<file path="src/rtl/uart_pkg.sv">
// Shared definitions for the UART host: register map, bit positions and FSM states.
package uart_pkg;

  localparam logic [1:0] ADDR_DATA   = 2'd0;
  localparam logic [1:0] ADDR_STATUS = 2'd1;
  localparam logic [1:0] ADDR_CTRL   = 2'd2;
  localparam logic [1:0] ADDR_CLEAR  = 2'd3;

  localparam int ST_TX_FULL     = 0;
  localparam int ST_TX_EMPTY    = 1;
  localparam int ST_RX_NOTEMPTY = 2;
  localparam int ST_RX_FULL     = 3;
  localparam int ST_TX_OVF      = 4;
  localparam int ST_RX_STALL    = 5;
  localparam int ST_TX_IDLE     = 6;

  localparam int CTRL_TX_EN  = 0;
  localparam int CTRL_RX_EN  = 1;
  localparam int CTRL_RX_IRQ = 2;
  localparam int CTRL_TX_IRQ = 3;

  localparam int CLR_TX_OVF   = 0;
  localparam int CLR_RX_STALL = 1;
  localparam int CLR_FLUSH    = 2;

  typedef enum logic [1:0] {T_IDLE, T_REQ, T_WAIT_DROP} tx_state_t;
  typedef enum logic [1:0] {R_IDLE, R_REQ, R_WAIT_DROP} rx_state_t;

endpackage

</file>
<file path="src/rtl/uart_fifo.sv">
// Synchronous FIFO with a combinational head view, simultaneous push/pop and flush.
module uart_fifo #(
  parameter int DEPTH = 16,
  parameter int WIDTH = 8
) (
  input  logic                     clk,
  input  logic                     reset,
  input  logic                     flush,
  input  logic                     push,
  input  logic [WIDTH-1:0]         push_data,
  input  logic                     pop,
  output logic [WIDTH-1:0]         head,
  output logic                     full,
  output logic                     empty,
  output logic [$clog2(DEPTH):0]   count
);

  localparam int AW = $clog2(DEPTH);
  localparam logic [AW-1:0] PTR_ONE  = AW'(1);
  localparam logic [AW:0]   CNT_ONE  = (AW+1)'(1);
  localparam logic [AW:0]   CNT_FULL = (AW+1)'(DEPTH);

  logic [WIDTH-1:0] mem [DEPTH];
  logic [AW-1:0]    wr_ptr_reg, rd_ptr_reg;
  logic [AW:0]      count_reg;
  logic             push_ok, pop_ok;

  assign full    = (count_reg == CNT_FULL);
  assign empty   = (count_reg == '0);
  assign count   = count_reg;
  assign head    = mem[rd_ptr_reg];
  assign push_ok = push & ~full;
  assign pop_ok  = pop & ~empty;

  always_ff @(posedge clk) begin
    if (push_ok) mem[wr_ptr_reg] <= push_data;
  end

  // Power-of-two depth lets the pointers wrap naturally.
  always_ff @(posedge clk) begin
    if (reset || flush) begin
      wr_ptr_reg <= '0;
      rd_ptr_reg <= '0;
      count_reg  <= '0;
    end else begin
      if (push_ok) wr_ptr_reg <= wr_ptr_reg + PTR_ONE;
      if (pop_ok)  rd_ptr_reg <= rd_ptr_reg + PTR_ONE;
      if (push_ok && !pop_ok)      count_reg <= count_reg + CNT_ONE;
      else if (pop_ok && !push_ok) count_reg <= count_reg - CNT_ONE;
    end
  end

endmodule

</file>
<file path="src/rtl/uart_host.sv">
// Bus-facing UART host: register file, TX/RX FIFOs and four-phase load/unload FSMs.
module uart_host
  import uart_pkg::*;
#(
  parameter int FIFO_DEPTH = 16
) (
  input  logic       clk,
  input  logic       reset,
  input  logic       bus_req,
  input  logic       bus_write,
  input  logic [1:0] bus_addr,
  input  logic [7:0] bus_wdata,
  output logic [7:0] bus_rdata,
  output logic       bus_ack,
  output logic       ld_tx_req,
  input  logic       ld_tx_ack,
  output logic [7:0] tx_data,
  output logic       tx_enable,
  input  logic       tx_empty,
  output logic       rx_req,
  input  logic       rx_ack,
  input  logic [7:0] rx_data,
  output logic       rx_enable,
  input  logic       rx_empty,
  output logic       irq
);

  localparam int CW = $clog2(FIFO_DEPTH) + 1;

  logic       ack_reg, write_reg;
  logic [1:0] addr_reg;
  logic [7:0] wdata_reg;
  logic [3:0] ctrl_reg;
  logic       tx_ovf_reg, rx_stall_reg;
  logic [7:0] tx_data_reg;
  tx_state_t  tx_state_reg, tx_state_next;
  rx_state_t  rx_state_reg, rx_state_next;

  logic          txf_full, txf_empty, rxf_full, rxf_empty;
  logic [7:0]    txf_head, rxf_head;
  logic [CW-1:0] tx_level, rx_level;
  logic          tx_pop, rx_push, rx_stall_set;
  logic          bus_push, bus_pop, clear_wr, flush;
  logic [7:0]    status;
  logic          unused_bits;

  // The UART gates its own loads on tx_empty, so the host never needs it.
  assign unused_bits = ^{tx_empty, wdata_reg[7:4]};

  assign bus_push = ack_reg & write_reg & (addr_reg == ADDR_DATA);
  assign bus_pop  = ack_reg & ~write_reg & (addr_reg == ADDR_DATA) & ~rxf_empty;
  assign clear_wr = ack_reg & write_reg & (addr_reg == ADDR_CLEAR);
  assign flush    = clear_wr & wdata_reg[CLR_FLUSH] &
                    (tx_state_reg == T_IDLE) & (rx_state_reg == R_IDLE);

  uart_fifo #(.DEPTH(FIFO_DEPTH), .WIDTH(8)) tx_fifo (
    .clk(clk), .reset(reset), .flush(flush),
    .push(bus_push), .push_data(wdata_reg), .pop(tx_pop),
    .head(txf_head), .full(txf_full), .empty(txf_empty), .count(tx_level)
  );

  uart_fifo #(.DEPTH(FIFO_DEPTH), .WIDTH(8)) rx_fifo (
    .clk(clk), .reset(reset), .flush(flush),
    .push(rx_push), .push_data(rx_data), .pop(bus_pop),
    .head(rxf_head), .full(rxf_full), .empty(rxf_empty), .count(rx_level)
  );

  always_comb begin
    tx_state_next = tx_state_reg;
    tx_pop        = 1'b0;
    case (tx_state_reg)
      T_IDLE: if (ctrl_reg[CTRL_TX_EN] && !txf_empty && !ld_tx_ack) begin
        tx_state_next = T_REQ;
        tx_pop        = 1'b1;
      end
      T_REQ:       if (ld_tx_ack)  tx_state_next = T_WAIT_DROP;
      T_WAIT_DROP: if (!ld_tx_ack) tx_state_next = T_IDLE;
      default:     tx_state_next = T_IDLE;
    endcase
  end

  always_comb begin
    rx_state_next = rx_state_reg;
    rx_push       = 1'b0;
    rx_stall_set  = 1'b0;
    case (rx_state_reg)
      R_IDLE: if (!rx_empty && ctrl_reg[CTRL_RX_EN]) begin
        if (rxf_full) rx_stall_set  = 1'b1;
        else          rx_state_next = R_REQ;
      end
      R_REQ: if (rx_ack) begin
        rx_push       = 1'b1;
        rx_state_next = R_WAIT_DROP;
      end
      R_WAIT_DROP: if (!rx_ack) rx_state_next = R_IDLE;
      default:     rx_state_next = R_IDLE;
    endcase
  end

  always_comb begin
    status                 = '0;
    status[ST_TX_FULL]     = txf_full;
    status[ST_TX_EMPTY]    = txf_empty;
    status[ST_RX_NOTEMPTY] = (rx_level != '0);
    status[ST_RX_FULL]     = rxf_full;
    status[ST_TX_OVF]      = tx_ovf_reg;
    status[ST_RX_STALL]    = rx_stall_reg;
    status[ST_TX_IDLE]     = (tx_state_reg == T_IDLE);
  end

  // Read data is driven only during the ack cycle; the RX pop lands at its end.
  always_comb begin
    bus_rdata = 8'h00;
    if (ack_reg && !write_reg) begin
      case (addr_reg)
        ADDR_DATA:   bus_rdata = rxf_empty ? 8'h00 : rxf_head;
        ADDR_STATUS: bus_rdata = status;
        ADDR_CTRL:   bus_rdata = {4'h0, ctrl_reg};
        default:     bus_rdata = 8'h00;
      endcase
    end
  end

  always_ff @(posedge clk) begin
    if (reset) begin
      ack_reg      <= 1'b0;
      write_reg    <= 1'b0;
      addr_reg     <= '0;
      wdata_reg    <= '0;
      ctrl_reg     <= '0;
      tx_ovf_reg   <= 1'b0;
      rx_stall_reg <= 1'b0;
      tx_data_reg  <= '0;
      tx_state_reg <= T_IDLE;
      rx_state_reg <= R_IDLE;
    end else begin
      ack_reg      <= bus_req;
      write_reg    <= bus_write;
      addr_reg     <= bus_addr;
      wdata_reg    <= bus_wdata;
      tx_state_reg <= tx_state_next;
      rx_state_reg <= rx_state_next;
      if (tx_pop) tx_data_reg <= txf_head;
      if (ack_reg && write_reg && addr_reg == ADDR_CTRL) ctrl_reg <= wdata_reg[3:0];
      if (clear_wr && wdata_reg[CLR_TX_OVF]) tx_ovf_reg <= 1'b0;
      else if (bus_push && txf_full)         tx_ovf_reg <= 1'b1;
      if (rx_stall_set)                         rx_stall_reg <= 1'b1;
      else if (clear_wr && wdata_reg[CLR_RX_STALL]) rx_stall_reg <= 1'b0;
    end
  end

  assign bus_ack   = ack_reg;
  assign tx_data   = tx_data_reg;
  assign ld_tx_req = (tx_state_reg == T_REQ);
  assign rx_req    = (rx_state_reg == R_REQ);
  assign tx_enable = ctrl_reg[CTRL_TX_EN];
  assign rx_enable = ctrl_reg[CTRL_RX_EN];
  assign irq       = (ctrl_reg[CTRL_RX_IRQ] & (rx_level != '0)) |
                     (ctrl_reg[CTRL_TX_IRQ] & (tx_level == '0));

endmodule
</file>
<file path="config.mk">
export PLATFORM = sky130hd
export DESIGN_NAME = uart_host
export DESIGN_NICKNAME = d
export VERILOG_FILES = /design/src/rtl/uart_pkg.sv /design/src/rtl/uart_fifo.sv /design/src/rtl/uart_host.sv
export SDC_FILE = /design/constraint.sdc
export NUM_CORES = 1
export LEC_CHECK = 0
export BUFFER_PORTS_ARGS = -buffer_cell sky130_fd_sc_hd__buf_2
export CAP_MARGIN = 10
export CELL_PAD_IN_SITES_DETAIL_PLACEMENT = 1
export CELL_PAD_IN_SITES_GLOBAL_PLACEMENT = 2
export CORE_MARGIN = 1
export CORE_UTILIZATION = 42
export DETAILED_ROUTE_END_ITERATION = 10
export GPL_ROUTABILITY_DRIVEN = 0
export PLACE_DENSITY_LB_ADDON = 0.25
export SETUP_SLACK_MARGIN = 0.4
export SLEW_MARGIN = 5
export SYNTH_ARGS = -nofsm -noshare
export SYNTH_HDL_FRONTEND = slang
export SYNTH_SLANG_ARGS = --single-unit
</file>
<file path="constraint.sdc">
create_clock -name clk -period 2.9 [get_ports clk]
set_input_delay 0.435 -clock clk [delete_from_list [all_inputs] [get_ports clk]]
set_output_delay 0.435 -clock clk [all_outputs]
set_load 0.005 [all_outputs]
</file>
# Word level (Yosys, flattened, before mapping)
# Memories as Yosys holds them, arrays and structs flattened. A register that Yosys moved wholly into a read port is not among the register bits.
# Cells that the tools add are included.
# W data, S select, Z words.
dict set report op_classes {
  n_bitwise 21
  n_reduce_logical 34
  eq_ne 16
  addsub 8
  n_mux 31
}
# operator count
set op_table {}
lappend op_table {{$pmux W8 S3} 1}
lappend op_table {{$mux W5} 4}
lappend op_table {{$add A4 B1 Y4 const B} 4}
lappend op_table {{$mux W8} 2}
lappend op_table {{$and A1 B1 Y1} 15}
lappend op_table {{$mux W2} 7}
lappend op_table {{$logic_and A1 B1 Y1} 13}
lappend op_table {{$mux W1} 13}
lappend op_table {{$pmux W2 S3} 2}
lappend op_table {{$add A5 B1 Y5 const B} 2}
lappend op_table {{$eq A5 B5 Y1 const B} 2}
lappend op_table {{$logic_not A5 Y1} 2}
lappend op_table {{$sub A5 B1 Y5 const B} 2}
lappend op_table {{$eq A2 B2 Y1 const B} 4}
lappend op_table {{$logic_not A1 Y1} 8}
lappend op_table {{$mux W4} 2}
lappend op_table {{$ne A2 B1 Y1 const B} 4}
lappend op_table {{$eq A2 B1 Y1 const B} 3}
lappend op_table {{$logic_not A2 Y1} 3}
lappend op_table {{$ne A2 B2 Y1 const B} 3}
lappend op_table {{$reduce_bool A2 Y1} 3}
lappend op_table {{$not A1 Y1} 5}
lappend op_table {{$reduce_bool A5 Y1} 1}
lappend op_table {{$reduce_and A4 Y1} 1}
lappend op_table {{other kinds (4)} 4}
dict set report word_totals {
  mem_bits_rw 256
  mem_count 2
  out_inout_bits 22
  reg_bits 48
}
# name depth word_bits read_ports rd_ports_with_merged_regs write_ports line
set mem_list {}
lappend mem_list {rx_fifo.mem 16 8 1 1 1 uart_fifo.sv:23} ;# logic [WIDTH-1:0] mem [DEPTH];
lappend mem_list {tx_fifo.mem 16 8 1 1 1 uart_fifo.sv:23}

# Depth between registers and ports, before layout
dict set report depth {
  word_depth 10
  ltp_mapped 11
  ltp_nobuf 10
}

# Cells and area by module
# A second synthesis with hierarchy kept.
dict set report hier_totals {
  cells_unflattened 762
  area_unflattened_um2 12812.3
}
# mod area_each_um2 instances seq_area_each_um2 cells_per_inst
set modules_own_cells {}
lappend modules_own_cells {{uart_fifo at tx_fifo} 5789.3 1 4184.0 313}
lappend modules_own_cells {{uart_fifo at rx_fifo} 5723.0 1 4184.0 310}
lappend modules_own_cells {uart_host 1300.0 1 600.6 139}

# Worst setup path after synthesis
# Ideal clock, no wire load.
dict set report synth_path {
  path_type {reg-to-reg}
  startpoint {register tx_fifo.count_reg[0] (netlist: tx_fifo.count[0])}
  endpoint {register tx_fifo.count_reg[4] (netlist: tx_fifo.count[4])}
  arrival_ns 2.852
  n_path_buf 1
  t_required_ns 2.830
  setup_time_ns 0.070
  path_slack_ns -0.022
  path_stages_with_launch 12
  cell_sequence {dfxtp_1 -> or4_1 -> o2111ai_2 -> buf_4 -> ha_1 -> inv_1 -> fa_1 -> a21o_1 -> a21oi_1 -> xnor2_1 -> or3_1 -> a21oi_1}
}
dict set report synth_between {
  elab_chain_len 10
  elab_cells_between_ends 20
  classes_between {add/sub (2); eq/ne (1); mux (4); bitwise (4); reduce/logical (9)}
}
# element line
set synth_rtl {}
lappend synth_rtl {{start: declaration} uart_fifo.sv:25} ;# logic [AW:0] count_reg;
lappend synth_rtl {{start signal: assignment} uart_fifo.sv:48} ;# if (push_ok && !pop_ok) count_reg <= count_reg + CNT_ONE;
lappend synth_rtl {{start signal: assignment} uart_fifo.sv:49} ;# else if (pop_ok && !push_ok) count_reg <= count_reg - CNT_ONE;
lappend synth_rtl {{$logic_not A5 Y1} uart_fifo.sv:29} ;# assign empty = (count_reg == '0);
lappend synth_rtl {{$logic_not A1 Y1} uart_host.sv:72} ;# T_IDLE: if (ctrl_reg[CTRL_TX_EN] && !txf_empty && !ld_tx_ack) begin
lappend synth_rtl {{$logic_and A1 B1 Y1 (2 in series)} uart_host.sv:72}
lappend synth_rtl {{$mux W1} uart_host.sv:72}
lappend synth_rtl {{$mux W1} uart_host.sv:71} ;# case (tx_state_reg)
lappend synth_rtl {{$and A1 B1 Y1} uart_fifo.sv:33} ;# assign pop_ok = pop & ~empty;
lappend synth_rtl {{$logic_not A1 Y1} uart_fifo.sv:48}
lappend synth_rtl {{$logic_and A1 B1 Y1} uart_fifo.sv:48}
lappend synth_rtl {{$mux W5 or $reduce_bool A2 Y1 (tied branches)} n/a}
# Several ways; a longest one is shown, not always the timed one. The select of a mux whose other input is x is not followed.
# A chain may end at the register's enable or synchronous reset.

==> summary.txt <==
Power and ir drop
  – Sequential power share: 53.0%
  – Combinational Power Share: 1.4%
  – Pwr per Cell Area: 620.8 nW/um^2
  – Clock share of power: 45.6%
  – P_sw: 1.794 mW
  – Sw Share: 19.20%
  – Pint: 7.550 mW
  – Leak pwr: 5.055 nW
  – Worst ir drop on vdd: 0.0002911 V

Clock tree
  – Hold buffers post-CTS: 0
  – Clk sink count: 316
  – CTS tree: built
  – Clock root buffer: clkbuf_16
  – Worst-skew pair later-pin latency: 500 ps
  – Longest Clk Path Bufs: 3
  – CTS H-tree depth: 2
  – Clock-pin transition on the worst setup and hold timing paths: 60 ps
  – CTS Buf Count: 35

Global routing
  – Vias in the first global route: 7212
  – GRT Total Usage: 19.56%
  – First-pass GRT wire length: 44.22 mm
  – Total global routing overflow: 0
  – Largest net degree at the start of global routing: 32
  – Initial antenna violation count: 0

Synthesis
  – Synth Instances: 730
  – Synth cell types: 43
  – Flops & latches, synth: 316
  – Syn Nets: 776
  – Post-synthesis sequential area ratio: 70.88%
  – Synth Cell Area: 12540 sq um
  – Synth warn: 0
  – Syn_area_per_cell: 17.18 sq um

Setup path
  – Reg2reg start: tx_fifo.count[1]
  – R2R setup slack: 250 ps
  – Critical path class: register to output port
  – CP arrival: 2420 ps
  – CP max FO: 8
  – CP required: 2470 ps
  – Worst r2r path cells: 10
  – Worst R2R End: tx_fifo.count[4]
  – Crit path to: bus_rdata[0]
  – CP startpoint kind: register
  – Setup crit end kind: output port

STA
  – Final Hold Fails: 0
  – Post-route worst setup slack: 46.37 ps
  – Clock period minus final worst setup slack: 2854 ps
  – RSZ-0062 raised after global routing: true
  – Clock Skew: 9.994 ps
  – Slew Limit Fails: 0
  – Slew HR: 44.58%
  – Worst Max-Slew Pin Slew: 829.5 ps
  – Period utilization: 98.40%
  – F_max: 350.4 MHz
  – Finish-stage setup viols: 0

Job
  – Max-Cap Viols: 0

Placement
  – Post-Place Setup Slack: 238.5 ps
  – Placed cells: 1171
  – PortBufs: 46
  – DP HPWL: 18.69 mm

Floorplanning
  – Chip height: 174.8 um
  – Effective utilization at floorplan: 43.22%
  – Rows: 62
  – Core area: 29010 sq um
  – IO Count: 48
  – Die area: 30550 sq um
  – Die Wd: 174.8 um

Layout
  – Biggest regs: rx_fifo.mem (128), tx_fifo.mem (128)
  – Final net count: 889
  – Most frequent cells in the layout: 256 x edfxtp_1, 72 x nor2_1, 64 x mux4_2
  – Syn-to-layout area delta: 20.03%
  – Ant diodes: 0
  – Fin cells: 1253
  – Fillers: 2758
  – Share of cells above drive strength 1: 31.88%
  – Commonest non-fill, non-tap cell in the layout: edfxtp_1

Status
  – Status: finished, final reports clean

Drt
  – Number of vias per cell: 5.420
  – Iter 0 DRT Violations: 415
  – Via Count: 6791
  – Drt drc: 0
  – Mean routed wirelength per cell: 23.07 um
  – Final antenna-violating net count: 0
  – DRT Pass-1 Iters: 5
  – Final wirelength: 28.91 mm

Hold path
  – Hold WC Path Type: input port to register
logic make-up after synthesis:
kind of cell             Yosys count  share of synthesized area [%]
AO/OA/AOI/OAI                     82                          4.460
XOR/XNOR                          21                          1.467
adder cells (fa/ha/maj)           20                          2.115
buffers and inverters             50                          1.906
flip-flops                       316                          70.88
multiplexers                      89                          13.56
AND/OR/NAND/NOR                  152                          5.608
worst max-delay path: stages (launching register included):
cell and delay [ps]:
dfxtp_4 480, buf_12 170, mux4_2 510, mux2_2 300, a21oi_2 180, o22ai_1 110
buf_2 160
power by group through the flow:
stage          Combinational (mW)  Clock, mW  Sequential (mW)
2_1_floorplan              0.0599          0             5.03
3_3_place_gp                0.114          0             5.04
3_5_place_dp                0.122          0             5.05
4_1_cts                     0.128       4.35             4.95
5_1_grt                     0.147       4.51             4.95
6_report                    0.133       4.26             4.95
stage by stage:
step                hold slack (ps)  TNS (ps)  total power, mW  instance area (sq um)  util, %
finish                        145.7         0            9.344                  15050    51.88
global route                  143.3    -30.59            9.611                  15050    51.88
CTS                           132.6         0            9.424                  14910    51.39
detailed placement            456.2         0            5.170                  13540    46.65
global placement              445.5         0            5.157                  13540    46.65
floorplan                     452.7         0            5.085                  12630        -
layout make-up:
class	instances	area, sq um	area share [%]
Tap cell	384	480.5	3.192
Inverter	12	55.05	0.3658
Multi-Input combinational cell	364	3616	24.03
Clock inverter	12	110.1	0.7316
Timing Repair Buffer	114	870.8	5.786
Clock buffer	51	1008	6.700
Sequential cell	316	8910	59.20
routing by layer:
layer  GRT usage (%)  vias to the layer above  share of wire, %
met5               0                        -                 0
li1                -                     3054                 -
met2           31.17                      161                48
met1           27.75                     3534                46
met4           5.326                        0               2.1
met3           3.460                       42               4.6
what timing repair did:
action	in CTS	in global routing
cloned	1	1
pin swaps	12	17
resized for setup	33	19
setup endpoints to repair	10	12
buffers inserted	12	5
worst min path at each step:
stage / start / end / slack (ps) / depth (start not counted)
2_1_floorplan: tx_data[0] / tx_data[0] / 450 / 2
3_3_place_gp: tx_data[0] / tx_data[0] / 450 / 2
3_5_place_dp: tx_data[2] / tx_data[2] / 460 / 2
4_1_cts: bus_req / bus_ack / 130 / 2
5_1_grt: bus_addr[0] / addr_reg[0] / 140 / 2
6_report: bus_req / bus_ack / 150 / 2
synthesized netlist by cell type:
| master | number | area (sq um) |
|---|---|---|
| a211oi_1 | 4 | 30.03 |
| a31oi_1 | 1 | 6.260 |
| mux4_2 | 64 | 1441 |
| dfxtp_1 | 60 | 1201 |
| fa_1 | 2 | 40.04 |
| xor2_1 | 8 | 70.07 |
| o21ai_0 | 8 | 40.04 |
| mux2i_1 | 18 | 180.2 |
| a2111o_1 | 1 | 11.26 |
| buf_6 | 2 | 22.52 |
| nand4_1 | 2 | 12.51 |
| a32oi_1 | 3 | 26.28 |
| nor2_1 | 73 | 274.0 |
| mux2_2 | 7 | 78.83 |
| ha_1 | 18 | 225.2 |
| buf_1 | 6 | 22.52 |
| nand2_2 | 1 | 6.260 |
| a21oi_2 | 1 | 8.760 |
| o22ai_1 | 3 | 18.77 |
| and2_1 | 2 | 12.51 |
| nand3b_1 | 1 | 7.510 |
| xnor2_1 | 13 | 113.9 |
| a2111oi_4 | 1 | 27.53 |
| a21oi_1 | 28 | 140.1 |
| clkbuf_1 | 11 | 41.29 |
| nor4_1 | 1 | 6.260 |
| nor3_1 | 11 | 55.05 |
| nand3_1 | 3 | 15.01 |
| a22oi_1 | 18 | 135.1 |
| nor4b_1 | 1 | 8.760 |
| or4_1 | 1 | 7.510 |
| or3_1 | 3 | 18.77 |
| inv_1 | 12 | 45.04 |
| nand2b_1 | 5 | 31.28 |
| a21o_1 | 12 | 90.09 |
| buf_2 | 14 | 70.07 |
| edfxtp_1 | 256 | 7687 |
| buf_4 | 5 | 37.54 |
| a41o_1 | 1 | 10.01 |
| nor2b_1 | 20 | 125.1 |
| nand2_1 | 27 | 101.4 |
| nor4_4 | 1 | 21.27 |
| o2111ai_2 | 1 | 15.01 |
Power figures use the tool's default switching activity.
